==> src/rtl/buraq_pkg.sv <==
// Shared definitions for the RV32M multiply/divide unit: group code, func3
// encodings and the control FSM state type.
package buraq_pkg;

    localparam logic [2:0] M_GRP     = 3'b011;

    localparam logic [2:0] F3_MUL    = 3'b000;
    localparam logic [2:0] F3_MULH   = 3'b001;
    localparam logic [2:0] F3_MULHSU = 3'b010;
    localparam logic [2:0] F3_MULHU  = 3'b011;
    localparam logic [2:0] F3_DIV    = 3'b100;
    localparam logic [2:0] F3_DIVU   = 3'b101;
    localparam logic [2:0] F3_REM    = 3'b110;
    localparam logic [2:0] F3_REMU   = 3'b111;

    typedef enum logic [1:0] {
        ST_IDLE = 2'd0,
        ST_MUL  = 2'd1,
        ST_DIV  = 2'd2,
        ST_DONE = 2'd3
    } state_e;

endpackage

==> src/rtl/muldiv_divider.sv <==
// Iterative radix-2 restoring divider on unsigned 32-bit magnitudes.
// Takes 32 cycles after start_i; done_o pulses the cycle after the last step.
module muldiv_divider (
    input  logic        clk,
    input  logic        rst,
    input  logic        start_i,
    input  logic [31:0] dividend_i,
    input  logic [31:0] divisor_i,
    output logic        done_o,
    output logic [31:0] quotient_o,
    output logic [31:0] remainder_o
);

    logic [31:0] quo_q, quo_d, rem_q, rem_d, dvs_q, dvs_d;
    logic [4:0]  cnt_q, cnt_d;
    logic        act_q, act_d, done_q, done_d;
    logic [32:0] shifted, diff;

    always_comb begin
        quo_d   = quo_q;
        rem_d   = rem_q;
        dvs_d   = dvs_q;
        cnt_d   = cnt_q;
        act_d   = act_q;
        done_d  = 1'b0;
        // quo_q doubles as the dividend shift register: its MSB feeds the
        // partial remainder while quotient bits enter at the LSB.
        shifted = {rem_q, quo_q[31]};
        diff    = shifted - {1'b0, dvs_q};
        if (start_i) begin
            quo_d = dividend_i;
            rem_d = '0;
            dvs_d = divisor_i;
            cnt_d = '0;
            act_d = 1'b1;
        end else if (act_q) begin
            if (diff[32]) begin
                rem_d = shifted[31:0];
                quo_d = {quo_q[30:0], 1'b0};
            end else begin
                rem_d = diff[31:0];
                quo_d = {quo_q[30:0], 1'b1};
            end
            cnt_d = cnt_q + 5'd1;
            if (cnt_q == 5'd31) begin
                act_d  = 1'b0;
                done_d = 1'b1;
            end
        end
    end

    always_ff @(posedge clk) begin
        if (rst) begin
            quo_q  <= '0;
            rem_q  <= '0;
            dvs_q  <= '0;
            cnt_q  <= '0;
            act_q  <= 1'b0;
            done_q <= 1'b0;
        end else begin
            quo_q  <= quo_d;
            rem_q  <= rem_d;
            dvs_q  <= dvs_d;
            cnt_q  <= cnt_d;
            act_q  <= act_d;
            done_q <= done_d;
        end
    end

    assign done_o      = done_q;
    assign quotient_o  = quo_q;
    assign remainder_o = rem_q;

endmodule

==> src/rtl/muldiv_unit.sv <==
// RV32M multiply/divide unit: single-cycle 33x33 multiply, iterative divide
// with sign fixup, result held until overwritten by the next operation.
module muldiv_unit
    import buraq_pkg::*;
(
    input  logic        clk,
    input  logic        rst,
    input  logic [5:0]  alu_control_i,
    input  logic [31:0] operand_a_i,
    input  logic [31:0] operand_b_i,
    input  logic        start_i,
    output logic        busy_o,
    output logic        done_o,
    output logic [31:0] result_o
);

    state_e      state_q, state_d;
    logic [31:0] a_q, b_q, result_q, result_d;
    logic [2:0]  f3_q;
    logic        accept, req_signed;
    logic [31:0] dvd_mag, dvs_mag;
    logic        div_done;
    logic [31:0] div_quo, div_rem;

    assign busy_o = (state_q == ST_MUL) || (state_q == ST_DIV);
    assign done_o = (state_q == ST_DONE);
    assign accept = start_i && !busy_o && (alu_control_i[5:3] == M_GRP);

    // Divider is fed magnitudes straight from the ports at acceptance so its
    // 32 iterations begin on the very next edge.
    assign req_signed = ~alu_control_i[0];
    assign dvd_mag = (req_signed && operand_a_i[31]) ? -operand_a_i : operand_a_i;
    assign dvs_mag = (req_signed && operand_b_i[31]) ? -operand_b_i : operand_b_i;

    muldiv_divider u_div (
        .clk         (clk),
        .rst         (rst),
        .start_i     (accept && alu_control_i[2]),
        .dividend_i  (dvd_mag),
        .divisor_i   (dvs_mag),
        .done_o      (div_done),
        .quotient_o  (div_quo),
        .remainder_o (div_rem)
    );

    logic signed [32:0] ma, mb;
    logic signed [63:0] prod;
    logic [31:0]        mul_res;

    always_comb begin
        ma      = {(f3_q == F3_MULH || f3_q == F3_MULHSU) && a_q[31], a_q};
        mb      = {(f3_q == F3_MULH) && b_q[31], b_q};
        prod    = 64'(ma) * 64'(mb);
        mul_res = (f3_q == F3_MUL) ? prod[31:0] : prod[63:32];
    end

    logic        div_signed;
    logic [31:0] div_res;

    always_comb begin
        div_signed = ~f3_q[0];
        if (b_q == 32'd0)
            div_res = f3_q[1] ? a_q : 32'hFFFF_FFFF;
        else if (f3_q[1])
            div_res = (div_signed && a_q[31]) ? -div_rem : div_rem;
        else
            div_res = (div_signed && (a_q[31] ^ b_q[31])) ? -div_quo : div_quo;
    end

    always_comb begin
        state_d  = state_q;
        result_d = result_q;
        case (state_q)
            ST_IDLE, ST_DONE: begin
                if (accept)
                    state_d = alu_control_i[2] ? ST_DIV : ST_MUL;
                else
                    state_d = ST_IDLE;
            end
            ST_MUL: begin
                state_d  = ST_DONE;
                result_d = mul_res;
            end
            ST_DIV: begin
                if (div_done) begin
                    state_d  = ST_DONE;
                    result_d = div_res;
                end
            end
            default: state_d = ST_IDLE;
        endcase
    end

    always_ff @(posedge clk) begin
        if (rst) begin
            state_q  <= ST_IDLE;
            result_q <= '0;
            a_q      <= '0;
            b_q      <= '0;
            f3_q     <= '0;
        end else begin
            state_q  <= state_d;
            result_q <= result_d;
            if (accept) begin
                a_q  <= operand_a_i;
                b_q  <= operand_b_i;
                f3_q <= alu_control_i[2:0];
            end
        end
    end

    assign result_o = result_q;

endmodule
==> config.mk <==
export PLATFORM = sky130hd
export DESIGN_NAME = muldiv_unit
export DESIGN_NICKNAME = d
export VERILOG_FILES = /design/src/rtl/buraq_pkg.sv /design/src/rtl/muldiv_divider.sv /design/src/rtl/muldiv_unit.sv
export SDC_FILE = /design/constraint.sdc
export NUM_CORES = 2
export LEC_CHECK = 0
export BUFFER_PORTS_ARGS = -buffer_cell sky130_fd_sc_hd__buf_2
export CORE_AREA = 2 2 309 311
export CTS_BUF_LIST = sky130_fd_sc_hd__clkbuf_2
export CTS_CLUSTER_DIAMETER = 60
export CTS_CLUSTER_SIZE = 16
export DETAILED_ROUTE_END_ITERATION = 7
export DIE_AREA = 0 0 311 313
export PLACE_DENSITY = 0.72
export SLEW_MARGIN = 25
export SYNTH_ARGS = -nofsm -noshare
export SYNTH_HDL_FRONTEND = slang
export SYNTH_SLANG_ARGS = --single-unit
export TNS_END_PERCENT = 30
==> constraint.sdc <==
create_clock -name clk -period 8 [get_ports clk]
set_input_delay 0.8 -clock clk [delete_from_list [all_inputs] [get_ports clk]]
set_output_delay 0.8 -clock clk [all_outputs]
set_load 0.01 [all_outputs]
==> flow_summary_export.csv <==
group,metric,value,unit
critical_path,critical_path.startpoint_type,"flop",
placed_design,gp_congestion,1.02,
synthesis,synthArstFlopShare,0,
clock_tree,htree_levels,1,
route,firstDrtPassIters,6,
min_path,hold_class,"input port to flop",
global_routing,track_usage,0.332,
synthesis,ys.flop_type,"dfxtp_1",
synthesis,synth_cell_type_count,83,
power_and_ir_drop,ir_worst_vdd,124,uV
critical_path,crit_path_max_incr_delay,620,ps
clock_tree,cts_buffer_depth,3,
cells_and_area,fin_nets,7543,
cells_and_area,layout-drive-gt1-share,0.0981,
synthesis,yosys.cell_count.top_type,"inv_1",
synthesis,synth_seq_cells,204,
placed_design,port_buffers,106,
sta,fin_crit_sh,0.994,
critical_path,crit_path_end_kind,"flop",
global_routing,grt_pass1_wl,251000,um
global_routing,grt_max_degree,80,
sta,hold_violations,0,
critical_path,cp_top_family,"adder cells",
floorplanning,num_rows,113,
synthesis,yosys.area.top_type_share,0.438,
cells_and_area,final_util,0.595,
synthesis,netlist_top_cells_area,"fa_1 44%, inv_1 9.0%, dfxtp_1 7.9%, nand2_1 7.6%, ha_1 6.2%",
critical_path,r2r-end,"result_o[28]",
route,ant_nets,0,
global_routing,use_met3,0.0588,
power_and_ir_drop,power.density,69.8,nW/um2
global_routing,grt_overflow,0,
synthesis,ys.warnings.count,0,
global_routing,grt_use_met1,0.444,
clock_tree,tritoncts,"done",
route,vias,42149,
outcome,status,"complete, no violations",
route,vias_per_cell,5.72,
clock_tree,cts-root-buf,"clkbuf_2",
global_routing,first_global_vias,44083,
critical_path,r2r_start,"f3_q[1]",
critical_path,rrSetupSlack,50,ps
route,wl_per_cell,21.5,um
clock_tree,cts_hold_buf,0,
sta,worstMarginPinSlew,1080,ps
sta,fmax,0.126,GHz
min_path,hold_end,"a_q[30]",
synthesis,synth_top_cell_by_area,"fa_1",
floorplanning,die_w,311,um
critical_path,critPathSlowestCell,"fa_2",
cells_and_area,area_growth_syn_to_layout,8.87,%
synthesis,synth_commonest_cells,"1230 x inv_1, 1126 x fa_1, 1041 x nand2_1",
flow_run,drv_cap,0,
route,drcViolationCount,0,
synthesis,synth_cells,6065,
clock_tree,cts_made_buffers,22,
sta,finalSetupViolations,0,
min_path,hp-start,"operand_a_i[30]",
synthesis,synth.net_count,7518,
cells_and_area,multiInputGateArea,41800,um2
clock_tree,clk_pin_slew_worst_paths,290,ps
cells_and_area,ff_latch_area,4100,um2
sta,fin_skew,127,ps
cells_and_area,n_fill_cell,8311,
global_routing,antenna_found_initial,9,
synthesis,syn_area_per_cell,8.48,um2
min_path,hold_depth,3,
critical_path,rr_worst_depth,30,
synthesis,synth_edf_count,0,
power_and_ir_drop,total_power,3910,uW
sta,hold_slack,20.4,ps
route,initialDrtViolationCount,4097,
sta,slew_headroom,0.270,
floorplanning,die-area,97300,um2
sta,post-route-min-period,7950,ps
global_routing,use_met2,0.531,
clock_tree,clock-sinks,204,
floorplanning,io-pin-count,107,
synthesis,synth-seq-area-share,0.0794,
floorplanning,initial_core_util,0.546,
critical_path,critPathKind,"flop to flop",
critical_path,crit_top_cell,"fa_1",
critical_path,critical_path_required,8860,ps
synthesis,syn_area,51400,um2
sta,maxSlewViolCount,0,
global_routing,top_usage_layer,"met2",
route,wl,158000,um
floorplanning,die_height,313,um
critical_path,crit_fanout,6,
power_and_ir_drop,p_leak,0.0256,uW
critical_path,worstPathArrival,8810,ps
clock_tree,worstSkewPairLatency,1040,ps
placed_design,place.detailed.hpwl,126000,um
critical_path,crit_buf_inv,8,
floorplanning,coreArea,94200,um2
sta,rsz0062_at_grt,"yes",
[flip-flops by register name (all words and copies together) (netlist names), 3 cells and up]
signal,count
u_div.dvs_q,32
f3_q,3
u_div.quotient_o,32
a_q,32
b_q,32
result_o,32
u_div.cnt_q,5
u_div.remainder_o,32
[worst min-delay path: cells and delay by family]
kind                   cells  cell delay [ps]
AOI/OAI and AO/OA          1               50
buffers and inverters      1              120
and+or+nand+nor            1               60
[stage by stage]
stage | setup WS (ps) | setup TNS [ps] | area, um2 | instances
2_1_floorplan | 16.6 | 0 | 51500 | 6065
3_3_place_gp | -205 | -485 | 54900 | 7316
3_5_place_dp | -311 | -1940 | 54900 | 7316
4_1_cts | -45.4 | -45.4 | 55400 | 7359
5_1_grt | -210 | -1390 | 56000 | 7371
6_report | 52.0 | 0 | 56000 | 7372
[where the power goes]
group / leakage, uW / internal [uW] / total [uW] / switching [uW]
clock: 0.000200 / 239 / 712 / 474
sequential: 0.00165 / 1100 / 1220 / 126
combinational: 0.0237 / 668 / 1980 / 1310
total: 0.0256 / 2000 / 3910 / 1910
[cells in the final DEF (no fill, tap or decap), types with 15 or more instances in the layout]
| cell type | synthesis | final |
|---|---|---|
| clkbuf_2 | 2 | 23 |
| buf_2 | 5 | 105 |
| fa_1 | 1126 | 1108 |
| nor3_1 | 51 | 51 |
| nand3_1 | 43 | 42 |
| and3_1 | 17 | 15 |
| nand2_1 | 1041 | 1025 |
| o21ai_0 | 133 | 124 |
| or2_2 | 15 | 15 |
| xor2_1 | 91 | 91 |
| ha_4 | 0 | 16 |
| ha_1 | 254 | 232 |
| nor4_1 | 32 | 29 |
| o41ai_1 | 16 | 15 |
| fa_2 | 0 | 18 |
| o21a_1 | 17 | 17 |
| xnor2_1 | 110 | 105 |
| a31oi_1 | 25 | 24 |
| buf_4 | 1 | 215 |
| mux2i_1 | 65 | 65 |
| nor2b_1 | 19 | 17 |
| nand2b_1 | 21 | 21 |
| dfxtp_1 | 204 | 199 |
| nor2_1 | 242 | 235 |
| a21o_1 | 45 | 45 |
| o31ai_1 | 24 | 23 |
| inv_1 | 1230 | 1216 |
| a21oi_1 | 260 | 247 |
| and2_1 | 315 | 313 |
| a211oi_1 | 81 | 77 |
| nand4_1 | 19 | 19 |
| buf_12 | 2 | 63 |
[per-layer routing]
metal	part of all wire	up-vias	wire (um)
met5	0	-	0
li1	-	18408	-
met1	0.40	21365	62700
met4	0.055	0	8680
met2	0.46	1987	72400
met3	0.091	389	14400
[worst max path at each step]
stage / start / endpoint / cells after the start
floorplan: f3_q[1] / result_o[28] / 30
global placement: f3_q[1] / result_o[28] / 29
detailed placement: f3_q[1] / result_o[28] / 29
CTS: f3_q[1] / result_o[28] / 28
global route: f3_q[1] / result_o[28] / 31
finish: f3_q[1] / result_o[28] / 30
[what timing repair did]
item                                    CTS  global route
endpoints found under the setup margin   17            25
setup buffers                             8            11
pin swaps                                36            84
resized for setup                        51           106
[logic make-up after synthesis]
family          Yosys count  share of synthesized area
compound gates          731                     0.0898
xor+xnor                202                     0.0348
fa+ha+maj              1380                      0.500
buf+inv                1621                      0.120
flops                   204                     0.0794
mux                      66                     0.0129
simple gates           1861                      0.163
[layout make-up]
class,count,share of cell area
clock buffers,23,0.00206
flip-flops and latches,204,0.0732
clock inverters,14,0.00413
multi-input cells,4240,0.747
diodes,4,0.000179
well taps,1265,0.0283
repair buffers,391,0.0624
inverters,1231,0.0826
No activity file was read; power rests on OpenSTA's default activity.
